<file path="src/rtl/store_narrow_unit_pkg.sv">
// Shared definitions for the store narrowing data path: store-type codes,
// FSM states, lane widths and the alignment rule applied at accept time.
package store_narrow_unit_pkg;

  localparam logic [1:0] ST_SW  = 2'b00;
  localparam logic [1:0] ST_SH  = 2'b01;
  localparam logic [1:0] ST_SB  = 2'b10;
  localparam logic [1:0] ST_ILL = 2'b11;

  localparam int BYTE_W = 8;
  localparam int HALF_W = 16;

  typedef enum logic [1:0] {
    IDLE = 2'd0,
    RD   = 2'd1,
    WAIT = 2'd2,
    WR   = 2'd3
  } state_t;

  // A request that fails this check is rejected without touching memory.
  function automatic logic is_aligned(input logic [1:0] st_type,
                                      input logic [1:0] addr_lo);
    case (st_type)
      ST_SW:   return addr_lo == 2'b00;
      ST_SH:   return !addr_lo[0];
      ST_SB:   return 1'b1;
      default: return 1'b0;
    endcase
  endfunction

endpackage

</file>
<file path="src/rtl/store_lane_merge.sv">
// Little-endian lane merge: drops the new byte/halfword into the word read
// back from memory; a full-word store passes the register value through.
module store_lane_merge
  import store_narrow_unit_pkg::*;
(
  input  logic [31:0] old_word,
  input  logic [31:0] wdata,
  input  logic [1:0]  st_type,
  input  logic [1:0]  addr_lo,
  output logic [31:0] merged
);

  // NOTE: assigning a default before the case keeps every path driven, so no latch is inferred.
  always_comb begin
    merged = old_word;
    case (st_type)
      ST_SB:   merged[{addr_lo, 3'b000} +: BYTE_W] = wdata[BYTE_W-1:0];
      ST_SH:   merged[{addr_lo[1], 4'b0000} +: HALF_W] = wdata[HALF_W-1:0];
      default: merged = wdata;
    endcase
  end

endmodule

</file>
<file path="src/rtl/store_narrow_unit.sv">
// Store-side data path to a word-only memory: sw writes directly, sb/sh do
// read-modify-write, misaligned or illegal requests pulse align_err.
module store_narrow_unit
  import store_narrow_unit_pkg::*;
#(
  parameter int MEM_AW = 30
) (
  input  logic              clk,
  input  logic              rst_n,
  input  logic              req_valid,
  output logic              req_ready,
  input  logic [31:0]       req_addr,
  input  logic [31:0]       req_wdata,
  input  logic [1:0]        req_type,
  output logic              done,
  output logic              align_err,
  output logic [MEM_AW-1:0] mem_addr,
  output logic              mem_rd_en,
  input  logic [31:0]       mem_rdata,
  output logic              mem_wr_en,
  output logic [31:0]       mem_wdata
);

  state_t      state_q, state_d;
  logic [31:0] addr_q, wdata_q, old_q, merged;
  logic [1:0]  type_q;
  logic        align_err_q;
  logic        accept, legal;

  assign accept = req_valid && req_ready;
  assign legal  = is_aligned(req_type, req_addr[1:0]);

  // NOTE: sequential state uses non-blocking assignments so every register samples pre-edge values.
  always_ff @(posedge clk or negedge rst_n) begin
    if (!rst_n) begin
      state_q     <= IDLE;
      align_err_q <= 1'b0;
      addr_q      <= '0;
      wdata_q     <= '0;
      type_q      <= ST_SW;
      old_q       <= '0;
    end else begin
      state_q     <= state_d;
      align_err_q <= accept && !legal;
      if (accept && legal) begin
        addr_q  <= req_addr;
        wdata_q <= req_wdata;
        type_q  <= req_type;
      end
      // Read data arrives exactly one cycle after the RD strobe.
      if (state_q == WAIT) old_q <= mem_rdata;
    end
  end

  always_comb begin
    state_d = state_q;
    case (state_q)
      IDLE: if (accept && legal) state_d = (req_type == ST_SW) ? WR : RD;
      RD:   state_d = WAIT;
      WAIT: state_d = WR;
      WR:   state_d = IDLE;
      default: state_d = IDLE;
    endcase
  end

  store_lane_merge u_merge (
    .old_word (old_q),
    .wdata    (wdata_q),
    .st_type  (type_q),
    .addr_lo  (addr_q[1:0]),
    .merged   (merged)
  );

  assign req_ready = (state_q == IDLE);
  assign mem_rd_en = (state_q == RD);
  assign mem_wr_en = (state_q == WR);
  assign done      = (state_q == WR);
  assign align_err = align_err_q;
  assign mem_addr  = (state_q == IDLE) ? '0 : addr_q[MEM_AW+1:2];
  assign mem_wdata = (state_q == WR) ? merged : '0;

endmodule

</file>
<file path="config.mk">
export PLATFORM = sky130hd
export DESIGN_NAME = store_narrow_unit
export DESIGN_NICKNAME = d
export VERILOG_FILES = /design/src/rtl/store_narrow_unit_pkg.sv /design/src/rtl/store_lane_merge.sv /design/src/rtl/store_narrow_unit.sv
export SDC_FILE = /design/constraint.sdc
export NUM_CORES = 1
export LEC_CHECK = 0
export ABC_AREA = 1
export CAP_MARGIN = 20
export CORE_UTILIZATION = 50
export DETAILED_ROUTE_END_ITERATION = 8
export DONT_BUFFER_PORTS = 1
export MAX_ROUTING_LAYER = met4
export PLACE_DENSITY = 0.67
export SETUP_SLACK_MARGIN = 0.4
export SYNTH_ARGS = -nofsm -noshare
export SYNTH_HDL_FRONTEND = slang
export SYNTH_SLANG_ARGS = --single-unit
</file>
<file path="constraint.sdc">
create_clock -name clk -period 1.9 [get_ports clk]
set_clock_uncertainty 0.2 [all_clocks]
set_input_delay 0.285 -clock clk [delete_from_list [all_inputs] [get_ports clk]]
set_output_delay 0.285 -clock clk [all_outputs]
set_load 0.005 [all_outputs]
</file>
==> results.yml <==
outcome:
  status: "finished, violations left"
  violations: "negative hold slack, negative setup slack"
cells_and_area:
  fin_nets: 1071
  drive_above_1_share_pct: 43.57
  instances_no_fill: 1106
  area_growth_pct: 80.00
  fill_cells: 330
  final_area_sq_mm: 0.009955
synth:
  syn_area_sq_mm: 0.005530
  synth_top_family_by_area: "simple AND/OR/NAND/NOR gates"
  ys_top_cells_by_area: "dfrtp_1 46%, nand2_1 14%, nor2_1 9.2%"
  yosysWarnings: 0
  postSynthAreaPerCell_sq_um: 7.027
  synth.area.mux_share_pct: 0
  synth-adder-area-share_pct: 2.489
  synthCells: 787
  synth_common_cells: "204 x nand2_1, 135 x nor2_1, 101 x dfrtp_1"
  synth_compound_area_share_pct: 13.89
  yosysTopAreaCell: "dfrtp_1"
  synth_top_area_share_pct: 45.70
  yosys.area_share.simple_pct: 27.71
  synthFlopType: "dfrtp_1"
  synth_cell_types: 22
  ys_ff_latch: 101
  synth_xor_xnor_area_share_pct: 0
  synth_nets: 899
  seq_area_frac_synth_pct: 45.70
  yosysMostFrequentCell: "nand2_1"
  async_flop_share_pct: 100.0
  synth-edff-count: 0
run:
  cap_violations: 0
placement:
  portBuffers: 0
  postPlaceCellArea_sq_mm: 0.006228
  place.gp.congestion: 0.9858
  dp_cells: 919
  hpwl_um: 11210
global_route:
  grt_start_max_net_pins: 102
  grt_pass1_vias: 6693
  grt_overflow_total: 0
  grt_first_pass_wirelength_um: 35470
  antenna_found_initial: 1
  grtUsageTotal_pct: 42.71
floorplanning:
  ioPinCount: 168
  dieArea_sq_mm: 0.01149
  die_h_um: 107.2
  fp.dieW_um: 107.2
  rows: 38
  core_sq_mm: 0.01079
  start_util_pct: 51.24
clock_network:
  clockBufferDepth: 2
  ctsHoldBuffers: 98
  clkSlewWorstSetupHoldPaths_ns: 0.11
  cts-root-buf: "clkbuf_8"
  clkLatencyLatePin_ns: 0.43
  cts_inserted_buffers: 9
  htree_levels: 3
  cts.sinks: 101
  tritoncts: "built"
power:
  vdd_ir_drop_max_mv: 1.377
  power.density_mw_per_mm2: 1828
  p_leak_nw: 4.533
timing:
  maxSlewViolCount: 0
  grt_setup_unrepaired: "true"
  fmax_mhz: 380.2
  hold_viol_final: 102
  period_share_pct: 138.4
  relSlewSlack_pct: 59.10
  hold_slack_ns: -0.6628
  setup_violations: 164
  final.setup.worst_slack_ns: -0.7299
  period_needed_ns: 2.630
  tightest_slew_ns: 0.6071
detailed_routing:
  dr_total_vias: 7263
  ant_nets: 0
  drt_iter0_drc: 1062
  vias_per_cell: 6.567
  wl_um: 29520
  first_pass_iters: 6
  wl_per_cell_um: 26.69
  drc: 0
setup_path:
  crit_path_end_kind: "output port"
  slowest_stage: "dfrtp_1"
  cp_common_cell: "nand2_1"
  cp_max_fo: 8
  cpPeakStageDelay_ns: 0.40
  crit_required_ns: 1.41
  worst-endpoint-arrival_ns: 2.14
  start_kind: "flop"
  crit_end: "mem_wdata[23]"
  reg2regPathDepth: 13
  critPathKind: "flop to output port"
  r2r_slack_ns: -0.44
  r2r-end: "wdata_q[1]$_DFFE_PN0P_"
  timing.rr.start: "state_q[1]$_DFFE_PN0P_"
  crit_chain: "inv_2 -> ha_4 -> inv_4 -> nor2_4 -> nand3_2 -> nand2_1 -> nand2_1 -> a21oi_2"
  startpoint: "addr_q[1]$_DFFE_PN0P_"
hold_path:
  hp-class: "primary input to async pin"
flip-flops by register name, summed over array words and instances, names as in the netlist:
register   cells
addr_q        32
wdata_q       32
state_q        2
type_q         2
align_err      1
old_q         32
worst min-delay path by stage:
| stage | start | endpoint | slack [ns] | cells past startpoint |
|---|---|---|---|---|
| final | rst_n | old_q[28]$_DFFE_PN0P_ | -0.66 | 0 |
| after global placement | rst_n | old_q[28]$_DFFE_PN0P_ | -0.21 | 0 |
| after floorplan | rst_n | addr_q[0]$_DFFE_PN0P_ | -0.21 | 0 |
| after CTS | rst_n | wdata_q[14]$_DFFE_PN0P_ | -0.63 | 0 |
| after global routing | rst_n | wdata_q[20]$_DFFE_PN0P_ | -0.65 | 0 |
| after detailed placement | rst_n | wdata_q[14]$_DFFE_PN0P_ | -0.21 | 0 |
through the flow:
step | setup WS (ns) | utilization, % | power, mW | setup TNS (ns)
6_report | -0.7299 | 92.23 | 18.20 | -61.96
3_5_place_dp | -0.1071 | 57.71 | 10.77 | -1.296
3_3_place_gp | -0.07567 | 57.71 | 10.55 | -0.8928
5_1_grt | -0.8366 | 92.21 | 18.75 | -64.22
2_1_floorplan | -0.007314 | - | 9.029 | -0.01339
4_1_cts | -0.4359 | 84.95 | 15.20 | -30.93
kinds of logic after synthesis:
family	count (synthesis)
DFF	101
adders and majority gates	11
AOI/OAI and AO/OA	150
buffers and inverters	137
and+or+nand+nor	388
repair_timing:
action	in CTS	in global routing
pin swaps	58	55
endpoints found under the setup margin	145	167
hold endpoints to repair	201	102
gates cloned	26	2
resized for setup	238	180
setup buffers	33	10
metal layers:
metal / up-vias / global-route usage (%) / routed length, um
met5: - / - / 0
met2: 751 / 70.37 / 13640
met1: 3410 / 47.38 / 9536
met4: 0 / 24.66 / 2729
met3: 288 / 10.27 / 3608
li1: 2814 / - / -
layout by cell type (no fill, tap or decap), drive strengths merged:
cell	instances
nand2	209
nor2	137
dfrtp	101
dlygate4sd3	98
buf	96
inv	94
a21oi	80
o21ai	69
nand3	38
clkbuf	12
ha	11
nor3	7
clkinv	6
clkinvlp	3
diode	2
bufbuf	2
o31ai	1
cell type report:
class | instances | area (sq um) | share of cell area [%]
flip-flops and latches | 101 | 2530 | 25.41
multi-input cells | 552 | 4060 | 40.79
inverters | 96 | 395.4 | 3.972
well taps | 140 | 175.2 | 1.760
repair buffers | 198 | 2595 | 26.07
clock inverters | 6 | 47.55 | 0.4776
clock buffers | 10 | 137.6 | 1.383
repair inverters | 1 | 8.758 | 0.08798
diodes | 2 | 5.005 | 0.05028
where the power goes:
part	total (mW)	internal, mW	switching, mW
clock network	1.42	0.521	0.895
logic	12.6	5.10	7.54
registers	4.14	3.22	0.911
total	18.2	8.85	9.35
critical path: cells and delay by family, from the launching register on:
| kind | cells | cell delay, ns |
|---|---|---|
| and+or+nand+nor | 4 | 0.48 |
| AOI/OAI and AO/OA | 1 | 0.35 |
| DFF | 1 | 0.40 |
| adders and majority gates | 1 | 0.33 |
| buffers and inverters | 2 | 0.16 |
Power figures use the tool's default switching activity.
